--- src/rtl/instr_loader.sv ---
// -----------------------------------------------------------------------------
// instr_loader
//
// Builds 16-bit instructions for the bit-serial core from two 8-bit switch
// bytes, one button press per byte. The first press captures the high byte.
// The second press completes the instruction: opcode/instr update and
// inst_done pulses for one cycle.
//
// Optional feature: define LOADER_DEBOUNCE_EN to add a counter-based debounce
// filter on the synchronised button level. Without it, the filtered level is
// the synchronised level delayed by one register.
//
// Parameters
//   SYNC_STAGES      synchroniser depth on btn_raw and byte_in (>= 2)
//   DEBOUNCE_CYCLES  consecutive differing cycles needed to accept a button
//                    level change (>= 1). Used only with LOADER_DEBOUNCE_EN.
//
// Ports
//   clk        in   system clock
//   rst_n      in   asynchronous active-low reset
//   byte_in    in   [7:0] switch byte, asynchronous to clk
//   btn_raw    in   push button, active-high, asynchronous, may bounce
//   ld_clr     in   synchronous abort of a partially loaded instruction
//   opcode     out  [3:0]  opcode of the last completed instruction
//   instr      out  [11:0] operand field of the last completed instruction
//   inst_done  out  one-cycle strobe, opcode/instr just updated
//   btn_edge   out  one-cycle strobe per accepted button press
//   phase      out  0 = waiting for high byte, 1 = waiting for low byte
// -----------------------------------------------------------------------------
module instr_loader #(
  parameter int SYNC_STAGES     = 2,
  parameter int DEBOUNCE_CYCLES = 16
) (
  input  logic        clk,
  input  logic        rst_n,
  input  logic [7:0]  byte_in,
  input  logic        btn_raw,
  input  logic        ld_clr,
  output logic [3:0]  opcode,
  output logic [11:0] instr,
  output logic        inst_done,
  output logic        btn_edge,
  output logic        phase
);

  typedef enum logic {ST_HI = 1'b0, ST_LO = 1'b1} state_t;

  logic [SYNC_STAGES-1:0] btn_sync;
  logic [7:0]             byte_sync [SYNC_STAGES];
  logic                   btn_s;
  logic [7:0]             byte_s;
  logic                   btn_f;
  logic                   btn_rise;
  logic [7:0]             hold_hi;
  state_t                 state;

  // ---- stage: input synchronisers ----
  always_ff @(posedge clk or negedge rst_n) begin
    if (!rst_n) begin
      btn_sync <= '0;
      for (int i = 0; i < SYNC_STAGES; i++) byte_sync[i] <= 8'h00;
    end else begin
      btn_sync     <= {btn_sync[SYNC_STAGES-2:0], btn_raw};
      byte_sync[0] <= byte_in;
      for (int i = 1; i < SYNC_STAGES; i++) byte_sync[i] <= byte_sync[i-1];
    end
  end

  assign btn_s  = btn_sync[SYNC_STAGES-1];
  assign byte_s = byte_sync[SYNC_STAGES-1];

  // ---- stage: button filter ----
`ifdef LOADER_DEBOUNCE_EN
  localparam int CNT_W = $clog2(DEBOUNCE_CYCLES + 1);

  logic [CNT_W-1:0] cnt;
  logic             accept;

  // The change is taken on the DEBOUNCE_CYCLES-th consecutive cycle that
  // btn_s differs from btn_f; any return to agreement restarts the count.
  assign accept   = (btn_s != btn_f) && (cnt == CNT_W'(DEBOUNCE_CYCLES - 1));
  assign btn_rise = accept && btn_s;

  always_ff @(posedge clk or negedge rst_n) begin
    if (!rst_n) begin
      cnt   <= '0;
      btn_f <= 1'b0;
    end else if (btn_s == btn_f) begin
      cnt <= '0;
    end else if (accept) begin
      btn_f <= btn_s;
      cnt   <= '0;
    end else begin
      cnt <= cnt + 1'b1;
    end
  end
`else
  assign btn_rise = btn_s && !btn_f;

  always_ff @(posedge clk or negedge rst_n) begin
    if (!rst_n) btn_f <= 1'b0;
    else        btn_f <= btn_s;
  end
`endif

  // btn_edge is high in the same cycle btn_f first reads 1.
  always_ff @(posedge clk or negedge rst_n) begin
    if (!rst_n) btn_edge <= 1'b0;
    else        btn_edge <= btn_rise;
  end

  // ---- stage: byte assembly FSM ----
  // ld_clr has priority over a coincident btn_edge: the byte is dropped, but
  // btn_edge itself has already gone out to the core.
  always_ff @(posedge clk or negedge rst_n) begin
    if (!rst_n) begin
      state     <= ST_HI;
      phase     <= 1'b0;
      hold_hi   <= 8'h00;
      opcode    <= 4'h0;
      instr     <= 12'h000;
      inst_done <= 1'b0;
    end else begin
      inst_done <= 1'b0;
      if (ld_clr) begin
        state <= ST_HI;
        phase <= 1'b0;
      end else if (btn_edge) begin
        case (state)
          ST_HI: begin
            hold_hi <= byte_s;
            state   <= ST_LO;
            phase   <= 1'b1;
          end
          ST_LO: begin
            opcode    <= hold_hi[7:4];
            instr     <= {hold_hi[3:0], byte_s};
            inst_done <= 1'b1;
            state     <= ST_HI;
            phase     <= 1'b0;
          end
          default: begin
            state <= ST_HI;
            phase <= 1'b0;
          end
        endcase
      end
    end
  end

endmodule

--- config.mk ---
export PLATFORM = sky130hd
export DESIGN_NAME = instr_loader
export DESIGN_NICKNAME = d
export VERILOG_FILES = /design/src/rtl/instr_loader.sv
export SDC_FILE = /design/constraint.sdc
export NUM_CORES = 1
export LEC_CHECK = 0
export CAP_MARGIN = 30
export CORE_ASPECT_RATIO = 0.5
export CORE_UTILIZATION = 40
export DETAILED_ROUTE_END_ITERATION = 8
export PLACE_DENSITY = 0.74
export SLEW_MARGIN = 40
export SYNTH_ARGS = -nofsm -noshare
export SYNTH_HDL_FRONTEND = slang
export SYNTH_SLANG_ARGS = --single-unit
--- constraint.sdc ---
create_clock -name clk -period 4.7 [get_ports clk]
set_clock_uncertainty 0.2 [all_clocks]
set_input_delay 0.47 -clock clk [delete_from_list [all_inputs] [get_ports clk]]
set_output_delay 0.47 -clock clk [all_outputs]
set_load 0.01 [all_outputs]
==> flow_summary.ini <==
[timing]
period_share_pct = 43.8
setup_viol = 0
drv_slew = 0
finalSetupTns_ns = 0
layout_min_cycle_time_ns = 2.06
max_freq_ghz = 0.486
hold_viol_final = 0
worst_pin_slew_ns = 0.551
slew-limit-headroom_pct = 63.3
rsz0062_at_grt = false

[global_route]
groute.usage.overall_pct = 12.4
grt_pass1_wl_um = 3420
antenna_found_initial = 0
grt_start_max_net_pins = 47
grt_overflow = 0
grt_pass1_vias = 733

[cts]
cts_sinks = 46
h-tree-depth = 2
cts_made_buffers = 5
cts-root-buf = clkbuf_8
max-clock-path-buffers = 2
cts_tree = yes
clk_latency_ns = 0.30
cts_resized = 0
clkTransAtPathRegs_ns = 0.08
cts_setup_buffers = 0

[place]
portBuffers = 30
place_area_sq_um = 1840
place.detailed.hpwl_um = 1370
place.gp.congestion = 0.649

[routing]
wl_met1_um = 926
vias_per_cell = 4.44
detail-route-antenna-nets = 0
drt-wirelength-per-cell_um = 12.6
drc = 0
top_layer = met4
drtIter0Drc = 57
dr_wl_met3_um = 89
dr.pass1.iters = 4
totalWireLength_um = 2090
num_vias = 737
wl_met2_um = 1020

[power]
cellLeakagePower_nw = 0.904
ir_worst_vdd_mv = 0.237
power_density_nw_per_um2 = 523

[finish]
final_cell_area_sq_um = 2000
fin_nets = 126
area_growth_pct = 33.7
diodes = 0
drive_above_1_share_pct = 30.4

[floorplanning]
die_area_sq_um = 4000
io_pins = 31
row_count = 15
die_h_um = 45.2
core_sq_um = 3510
die_w_um = 88.4
start_util_pct = 42.6

[setup_path]
r2r_slack_ns = 3.05
crit_required_ns = 4.03
cp_num_cells = 1
cpPeakStageDelay_ns = 0.60
endpoint_kind = output port
crit_start = state$_DFFE_PN0P_
path_buf_inv = 1
reg2reg_depth = 2
worstPathMaxFanout = 4
crit_type = reg2out
cp_cell_sequence = clkdlybuf4s50_1
cp-start-kind = flip-flop
timing.rr.start = state$_DFFE_PN0P_
arrival_ns = 1.39
critical-path-top-delay-family = buffers and inverters
slowest_stage = clkdlybuf4s50_1
endpoint = phase
worst_r2r_endpoint = hold_hi[6]$_DFFE_PN0P_

[yosys]
seq_area_frac_synth_pct = 77.1
syn_area_sq_um = 1490
synth.distinct_cells = 9
syn_avg_cell_area_sq_um = 19.4
yosysTopAreaCell = dfrtp_1
ys_ff_latch = 46
synth_area_leaders = dfrtp_1 (77%), mux2_2 (18%), nand3b_4 (1.3%), nor3b_4 (1.3%), buf_6 (0.75%)
synth_top_family_by_area = multiplexers
async_flop_share_pct = 100
yosys.area_share.simple_pct = 3.27
synth_edf_count = 0
syn-instance-count = 77
synth_compound_area_share_pct = 0
ys_top_cells_by_count = dfrtp_1 (46), mux2_2 (24)
ys.flop_type = dfrtp_1
synth_xor_area_share_pct = 0.586
synth_mux_area_share_pct = 18.1
synth_top_area_share_pct = 77.1
yosysMostFrequentCell = dfrtp_1
synth_fa_ha_area_share_pct = 0
synth_nets = 89
yosysWarnings = 0

[outcome]
status = finished, final reports clean

[worst_hold_path]
hp-class = reg2reg

[run]
maxCapViolations = 0
-- worst reg2reg max path, cell delays in order (launching register included) --
cell and delay, ns:
dfrtp_1 0.47, nor3b_4 0.47, mux2_2 0.39
-- metrics by stage --
| stage | total power (W) | utilization [%] | hold WS [ns] | instances | setup slack (ns) |
|---|---|---|---|---|---|
| floorplan | 0.000581 | - | -0.0256 | 77 | 3.17 |
| global placement | 0.000695 | 52.5 | 0.132 | 157 | 2.61 |
| CTS | 0.00106 | 56.9 | 0.155 | 166 | 2.63 |
| finish | 0.00104 | 56.9 | 0.151 | 166 | 2.64 |
| detailed placement | 0.000704 | 52.5 | 0.136 | 157 | 2.57 |
| global route | 0.00109 | 56.9 | 0.159 | 166 | 2.59 |
-- logic make-up (layout without fill, tap and decap cells) --
| kind of cell | Yosys count | in the layout |
|---|---|---|
| flip-flops | 46 | 46 |
| buffers and inverters | 2 | 40 |
| XOR/XNOR | 1 | 1 |
| multiplexers | 24 | 24 |
| AND/OR/NAND/NOR | 4 | 4 |
-- layout make-up --
class | count | area, sq um
well taps | 51 | 63.8
clock buffers | 6 | 82.6
clock inverters | 2 | 60.1
fillers | 285 | 1510
repair buffers | 31 | 308
inverters | 1 | 3.75
multi-input cells | 29 | 328
flip-flops and latches | 46 | 1150
-- flip-flops by register name, indices dropped and copies added, names as in the netlist, 2 cells and up --
register,flops
btn_sync,2
byte_sync,8
hold_hi,8
opcode,4
instr,12
byte_s,8
-- timing repair --
action                                 4_1_cts  5_1_grt
endpoints found under the hold margin       46        0
setup endpoints to repair                    0        0
hold buffers                                 1        0
-- cell usage in the layout, fill, tap and decap left out --
cell,synthesis,routed
nor2b_1,1,1
nor2_1,1,1
bufinv_16,0,2
clkdlybuf4s50_1,0,29
nor3b_4,1,1
mux2_2,24,24
dfrtp_1,46,46
dlygate4sd3_1,0,1
clkbuf_8,0,6
inv_1,1,1
xnor2_1,1,1
buf_4,0,1
nand3b_4,1,1
-- power by group --
| group | switching [W] | internal (W) |
|---|---|---|
| registers | 0.0000343 | 0.000465 |
| logic | 0.0000644 | 0.000129 |
| clock network | 0.000126 | 0.000227 |
-- how the worst min path moves through the flow --
stage	from	to	slack [ns]	cells past startpoint
floorplan	rst_n	btn_edge$_DFF_PN0_	-0.03	0
global placement	btn_sync[0]$_DFF_PN0_	btn_sync[1]$_DFF_PN0_	0.13	0
detailed placement	byte_sync[13]$_DFF_PN0_	byte_s[5]$_DFF_PN0_	0.14	0
CTS	byte_sync[13]$_DFF_PN0_	byte_s[5]$_DFF_PN0_	0.16	0
global route	byte_sync[11]$_DFF_PN0_	byte_s[3]$_DFF_PN0_	0.16	0
finish	byte_sync[13]$_DFF_PN0_	byte_s[5]$_DFF_PN0_	0.15	0
-- layer usage --
layer	up-vias	GRT usage, %
met5	-	0
met4	0	6.77
met3	8	6.03
met2	17	19.2
met1	376	14.5
li1	336	-
Power figures use the tool's default switching activity.
